`src/rtl/pong_match_ctrl.sv`:
```
// -----------------------------------------------------------------------------
// pong_match_ctrl
//
// Match-level sequencer for the Pong game. It sits above the per-frame
// ball/paddle engine. It freezes the engine between points, launches each
// serve from the correct side and detects the end of the match. It also keeps
// the score, the rally length and the ball speed level.
//
// Ports
//   clk         in   system clock
//   rst_n       in   asynchronous active-low reset
//   frame_tick  in   one-cycle pulse, once per video frame
//   btn_start   in   start button level, already synchronised to clk
//   miss_l      in   one-cycle pulse: ball left the left edge (right scores)
//   miss_r      in   one-cycle pulse: ball left the right edge (left scores)
//   hit_pad     in   one-cycle pulse on any paddle bounce
//   state       out  FSM state: IDLE=0 SERVE_WAIT=1 PLAY=2 POINT=3 GAME_OVER=4
//   play_en     out  engine may move the ball (high only in PLAY)
//   serve_req   out  one-cycle pulse: place the ball at the serving paddle
//   serve_dir   out  0 = serve travels right, 1 = serve travels left
//   score_l/_r  out  player scores (never exceed WIN_SCORE)
//   rally_cnt   out  paddle hits in the current rally, saturating at 255
//   speed_lvl   out  ball speed level, saturating at 3
//   winner      out  00 none, 01 left player, 10 right player
//
// Signalling: this block has no valid/ready handshakes. Every event input is a
// single-cycle pulse that is sampled on the rising clock edge. It is consumed
// only in the state that listens for it and is silently dropped otherwise.
// There is no back-pressure. Every output is a register, so an event sampled
// at edge N is visible on the outputs just after edge N. serve_req is the only
// output pulse. It is high for exactly the first PLAY cycle.
// -----------------------------------------------------------------------------
module pong_match_ctrl #(
  parameter int WIN_SCORE    = 7,   // 1..15
  parameter int SERVE_FRAMES = 60,  // 1..255
  parameter int SPEEDUP      = 5    // 1..255
) (
  input  logic       clk,
  input  logic       rst_n,
  input  logic       frame_tick,
  input  logic       btn_start,
  input  logic       miss_l,
  input  logic       miss_r,
  input  logic       hit_pad,
  output logic [2:0] state,
  output logic       play_en,
  output logic       serve_req,
  output logic       serve_dir,
  output logic [3:0] score_l,
  output logic [3:0] score_r,
  output logic [7:0] rally_cnt,
  output logic [1:0] speed_lvl,
  output logic [1:0] winner
);

  typedef enum logic [2:0] {
    S_IDLE       = 3'd0,
    S_SERVE_WAIT = 3'd1,
    S_PLAY       = 3'd2,
    S_POINT      = 3'd3,
    S_GAME_OVER  = 3'd4
  } state_t;

  // The parameters are narrowed once to the register widths, so the compares
  // below are exact and width-matched.
  localparam logic [7:0] SERVE_LAST = 8'(SERVE_FRAMES - 1);
  localparam logic [7:0] HIT_LAST   = 8'(SPEEDUP - 1);
  localparam logic [3:0] WIN        = 4'(WIN_SCORE);

  state_t     state_q;
  logic       btn_start_q;  // resets to 1 so a button held through reset is not an edge
  logic [7:0] timer;        // frame ticks counted in SERVE_WAIT
  logic [7:0] hit_cnt;      // hits since the last speed increment
  logic       start_rise;

  assign start_rise = btn_start & ~btn_start_q;
  assign state      = state_q;

  always_ff @(posedge clk or negedge rst_n) begin
    if (!rst_n) begin
      state_q     <= S_IDLE;
      btn_start_q <= 1'b1;
      timer       <= 8'd0;
      hit_cnt     <= 8'd0;
      play_en     <= 1'b0;
      serve_req   <= 1'b0;
      serve_dir   <= 1'b0;
      score_l     <= 4'd0;
      score_r     <= 4'd0;
      rally_cnt   <= 8'd0;
      speed_lvl   <= 2'd0;
      winner      <= 2'b00;
    end else begin
      btn_start_q <= btn_start;
      // serve_req is a pulse. It only stays high for the one cycle in which
      // SERVE_WAIT hands over to PLAY.
      serve_req   <= 1'b0;

      unique case (state_q)
        S_IDLE: begin
          score_l   <= 4'd0;
          score_r   <= 4'd0;
          winner    <= 2'b00;
          rally_cnt <= 8'd0;
          speed_lvl <= 2'd0;
          play_en   <= 1'b0;
          if (start_rise) begin
            serve_dir <= 1'b0;
            timer     <= 8'd0;
            state_q   <= S_SERVE_WAIT;
          end
        end

        S_SERVE_WAIT: begin
          if (frame_tick) begin
            if (timer == SERVE_LAST) begin
              timer     <= 8'd0;
              play_en   <= 1'b1;
              serve_req <= 1'b1;
              state_q   <= S_PLAY;
            end else begin
              timer <= timer + 8'd1;
            end
          end
        end

        S_PLAY: begin
          // A miss ends the rally. A paddle hit in the same cycle loses to it.
          if (miss_l && miss_r) begin
            // The ball cannot be at both edges at once. Replay the point
            // without crediting either side.
            play_en <= 1'b0;
            state_q <= S_POINT;
          end else if (miss_r) begin
            score_l   <= score_l + 4'd1;
            serve_dir <= 1'b1;
            play_en   <= 1'b0;
            state_q   <= S_POINT;
          end else if (miss_l) begin
            score_r   <= score_r + 4'd1;
            serve_dir <= 1'b0;
            play_en   <= 1'b0;
            state_q   <= S_POINT;
          end else if (hit_pad) begin
            if (rally_cnt != 8'hFF) begin
              rally_cnt <= rally_cnt + 8'd1;
            end
            if (hit_cnt == HIT_LAST) begin
              hit_cnt <= 8'd0;
              if (speed_lvl != 2'd3) begin
                speed_lvl <= speed_lvl + 2'd1;
              end
            end else begin
              hit_cnt <= hit_cnt + 8'd1;
            end
          end
        end

        S_POINT: begin
          rally_cnt <= 8'd0;
          speed_lvl <= 2'd0;
          hit_cnt   <= 8'd0;
          timer     <= 8'd0;
          if (score_l == WIN) begin
            winner  <= 2'b01;
            state_q <= S_GAME_OVER;
          end else if (score_r == WIN) begin
            winner  <= 2'b10;
            state_q <= S_GAME_OVER;
          end else begin
            state_q <= S_SERVE_WAIT;
          end
        end

        S_GAME_OVER: begin
          // Scores and winner stay on display until the next button press.
          if (start_rise) begin
            score_l <= 4'd0;
            score_r <= 4'd0;
            winner  <= 2'b00;
            state_q <= S_IDLE;
          end
        end

        default: begin
          play_en <= 1'b0;
          state_q <= S_IDLE;
        end
      endcase
    end
  end

endmodule

```
`config.mk`:
```
export PLATFORM = sky130hd
export DESIGN_NAME = pong_match_ctrl
export DESIGN_NICKNAME = d
export VERILOG_FILES = /design/src/rtl/pong_match_ctrl.sv
export SDC_FILE = /design/constraint.sdc
export NUM_CORES = 1
export LEC_CHECK = 0
export ABC_AREA = 1
export CAP_MARGIN = 20
export CORE_MARGIN = 4
export CORE_UTILIZATION = 45
export CTS_BUF_LIST = sky130_fd_sc_hd__clkbuf_8
export DETAILED_ROUTE_END_ITERATION = 7
export PLACE_DENSITY = 0.74
export REMOVE_ABC_BUFFERS = 1
export SYNTH_ARGS = -nofsm -noshare
export SYNTH_HDL_FRONTEND = slang
export SYNTH_SLANG_ARGS = --single-unit
```
`constraint.sdc`:
```
create_clock -name clk -period 3.5 [get_ports clk]
set_input_delay 0.7 -clock clk [delete_from_list [all_inputs] [get_ports clk]]
set_output_delay 0.7 -clock clk [all_outputs]
set_load 0.1 [all_outputs]
```
==> results by stage <==
Worst setup path:
- The path type of the worst setup path is register to primary output.
- In this run the critical register-to-register path is launched from state[0].
- The cell depth of the worst setup path is 1.
- The kind of end point of the critical path is a primary output.
- The arrival time at the worst endpoint is 1870 ps.
- Setup slack on the worst reg-to-reg path comes out at 1710 ps.
- The startpoint kind of the worst setup timing path is a register.
- In this design, the largest share of critical-path delay is due to buffers and inverters.
- The required time of the worst setup path is 2800 ps.
- For this run, the slowest stage of the critical path takes 1160 ps.
- Measured in cells, the most critical reg-to-reg path has a length of 6.
- The endpoint of the worst-slack reg-to-reg timing path is timer[3].
- The critical-path maximum fanout is 6.
- For this design, the slowest cell found on the critical path is sky130_fd_sc_hd__clkdlybuf4s50_1.
- The count of buffering cells on the critical path with inverters included is 1.
- The signal on the critical path passes through clkdlybuf4s50_1.

Clocking:
- The level count of the clock H-tree is 2.
- CTS saw 43 sinks.
- For this design, the CTS-stage hold fixing added 0 buffers.
- The clock transition time at the flip-flop clock pins of the worst setup and hold paths is 80 ps.
- The post-CTS resize count is 0.
- The clock tree from TritonCTS is built.
- The tree is rooted in a sky130_fd_sc_hd__clkbuf_8.
- The number of setup buffers added after CTS is 0.
- Counting along the longest clock path gives a buffer depth of 2.
- The total clock buffers created by CTS is 5.
- The later pin in the worst-skew pair is clocked with a latency of 290 ps.

Global route:
- The number of global-route vias before repair is 2196.
- Entering global routing, the biggest net connects 44 pins.
- The most utilized layer in the global route result is met2.
- For met3 alone, demand over resource in global routing was 3.968%.
- The total track usage is 16.40%.
- The number of antenna violations at the first check in global routing is 0.
- The first global-routing pass estimated 9494 um of wire.
- The overflow left after global routing is 0.
- Global routing consumed, on the met1 layer, 21.19% of the routing resources.
- Global routing used 27.19% of the available met2 tracks.

Routing:
- For this block, the routed nets add up to 5384 um of wire.
- After detailed routing, the number of vias per cell comes to 4.895.
- The first detailed-routing pass took 4 iterations.
- After detailed routing, the average wire length per cell comes to 11.29 um.
- The remaining number of nets flagged by the antenna check after routing is 0.
- The remaining routing DRC violations is 0.
- After the first detailed-routing iteration, the DRC count stood at 91.
- The final route contains 2335 vias.

Synthesis:
- After synthesis, the most frequently instantiated cells are sky130_fd_sc_hd__nand2_1, sky130_fd_sc_hd__inv_1, sky130_fd_sc_hd__dfrtp_1, sky130_fd_sc_hd__nand3_1, sky130_fd_sc_hd__nor2_1.
- The area fraction of the dominant cell type after synthesis is 41.44%.
- After synthesis the cells add up to 2536 um^2.
- The number of synthesized register bits is 43.
- The number of enable flip-flop cells after synthesis is 0.
- Dividing the synthesized area by the synthesized cell count gives 6.929 um^2.
- In the post-synthesis netlist, the cell with the most instances is sky130_fd_sc_hd__nand2_1.
- Yosys attributes the largest share of cell area to sky130_fd_sc_hd__dfrtp_1, sky130_fd_sc_hd__nand2_1, sky130_fd_sc_hd__nand3_1.
- The sequential area share after synthesis is 42.48%.
- The leading register cell type out of synthesis is sky130_fd_sc_hd__dfrtp_1.
- The Yosys step of the flow raised 0 warnings.
- The number of instances in the synthesized netlist is 366.
- The distinct cell type count after synthesis is 23.
- The largest area contributor in the synthesized netlist is sky130_fd_sc_hd__dfrtp_1.
- Of all flip-flops after synthesis, the portion carrying an async set or reset was 100.0%.

Final layout:
- At the end of the flow the core is filled with cells to 55.74%.
- The area growth from synthesis to final layout is 20.28%.
- The layout net count is 418.
- The filler cells instantiated in the layout total 553.
- In the final layout, the share of cells above drive strength 1 is 6.173%.
- The total inserted antenna cells is 0.

Status:
- The flow ran to the end, and the final reports show no timing, DRC or antenna violations.

Job:
- The count of maximum capacitance violations is 0.

Timing:
- Setup repair after global routing left no endpoint under its margin.
- The number of hold-slack violations in the final timing report was 0.
- The final critical delay including setup and external delays is 2573 ps.
- Setup violations remaining at the end of the flow were counted as 0.
- The slew at the pin with the worst max-slew slack is 972.1 ps.
- The number of pins with negative max-slew slack in the final report is 0.
- The total negative setup slack is 0 ps.
- For the final database, setup skew stands at 4.705 ps.
- The worst slew margin relative to its limit is 34.99%.
- The maximum frequency from static timing analysis is 388.6 MHz.
- The worst path uses 73.52% of the clock period.

Floorplanning:
- The chip height is 83.08 um.
- The total I/O pin count is 33.
- The core outline area is 5473 um^2.
- The die width is 83.08 um.
- The floorplan die area is 6901 um^2.
- For this configuration, the core starts out at a cell density of 46.34%.
- The cell row count is 27.

Power and ir drop:
- The maximum VDD drop is 0.0004257 V.
- The static leakage is 1.569 nW.
- The power density over the cells is 708.7 nW/um^2.

Placed design:
- The weighted congestion at the end of routability-driven global placement is 0.8023.
- The count of buffers from port buffering is 32.
- Detailed placement ended at an HPWL of 4025 um.

Min path:
- The type of the tightest min-delay check is primary input to async pin.
[per-layer routing]
layer  vias up  part of all wire (%)  wire length [um]
met3         6                   4.5               243
met2        43                    46              2502
met1      1048                    48              2572
met4         0                   1.2                65
met5         -                     0                 0
li1       1238                     -                 -
[worst max path at each step]
stage	startpoint	endpoint	slack, ps
3_3_place_gp	rally_cnt[5]	rally_cnt[5]	1260
2_1_floorplan	state[0]	hit_cnt[5]	1320
5_1_grt	rally_cnt[5]	rally_cnt[5]	850
3_5_place_dp	rally_cnt[5]	rally_cnt[5]	1240
6_report	rally_cnt[5]	rally_cnt[5]	930
4_1_cts	rally_cnt[5]	rally_cnt[5]	900
[flip-flops by register name, summed over array words and instances (netlist names)]
register / count
btn_start_q: 1
hit_cnt: 8
play_en: 1
rally_cnt: 8
score_l: 4
score_r: 4
serve_dir: 1
serve_req: 1
speed_lvl: 2
state: 3
timer: 8
winner: 2
[cells in the final DEF (no fill, tap or decap), drive strengths merged]
cell type	instances
inv	45
o21ai	26
and2	1
nand3b	2
xnor2	2
clkbuf	6
ha	7
xor2	4
dfstp	1
buf	11
nand3	42
clkdlybuf4s50	23
nand2	127
dfrtp	42
a21oi	4
o21bai	2
nor3	3
or2	2
bufinv	1
nor2	43
clkinv	1
nand4	10
[stage by stage]
stage / setup WS (ps) / hold WS, ps / total power, W / instances / cell area, um^2
final: 926.9 / 198.1 / 0.002162 / 477 / 3050
after detailed placement: 1239 / 472.7 / 0.001768 / 468 / 2913
after floorplan: 1315 / 404.4 / 0.001503 / 363 / 2520
after global routing: 854.9 / 180.9 / 0.002332 / 477 / 3050
after CTS: 904.4 / 491.9 / 0.002178 / 476 / 3030
after global placement: 1255 / 467.6 / 0.001752 / 468 / 2913
[report_power, final]
| part | internal [W] | total (W) | leakage, nW | switching (W) |
|---|---|---|---|---|
| sequential | 0.000579 | 0.000673 | 0.584 | 0.0000946 |
| combinational | 0.000273 | 0.00109 | 0.924 | 0.000815 |
| clock | 0.000231 | 0.000401 | 0.0612 | 0.000170 |
| total | 0.00108 | 0.00216 | 1.57 | 0.00108 |
[final cells by class]
cell class | instances | area (um^2) | area share, %
Clock inverter | 2 | 35.03 | 1.148
Sequential cell | 43 | 1077 | 35.32
Multi-Input combinational cell | 275 | 1274 | 41.76
Inverter | 45 | 168.9 | 5.537
Timing Repair Buffer | 34 | 322.8 | 10.58
Clock buffer | 6 | 82.58 | 2.707
Tap cell | 72 | 90.09 | 2.953
[kinds of logic after synthesis]
family | after synthesis | synth area share [%]
adders and majority gates | 7 | 3.453
and+or+nand+nor | 230 | 38.04
buffers and inverters | 48 | 7.301
AOI/OAI and AO/OA | 32 | 6.660
DFF | 43 | 42.48
xor gates and xnor gates | 6 | 2.072
No activity file was read; power rests on OpenSTA's default activity.
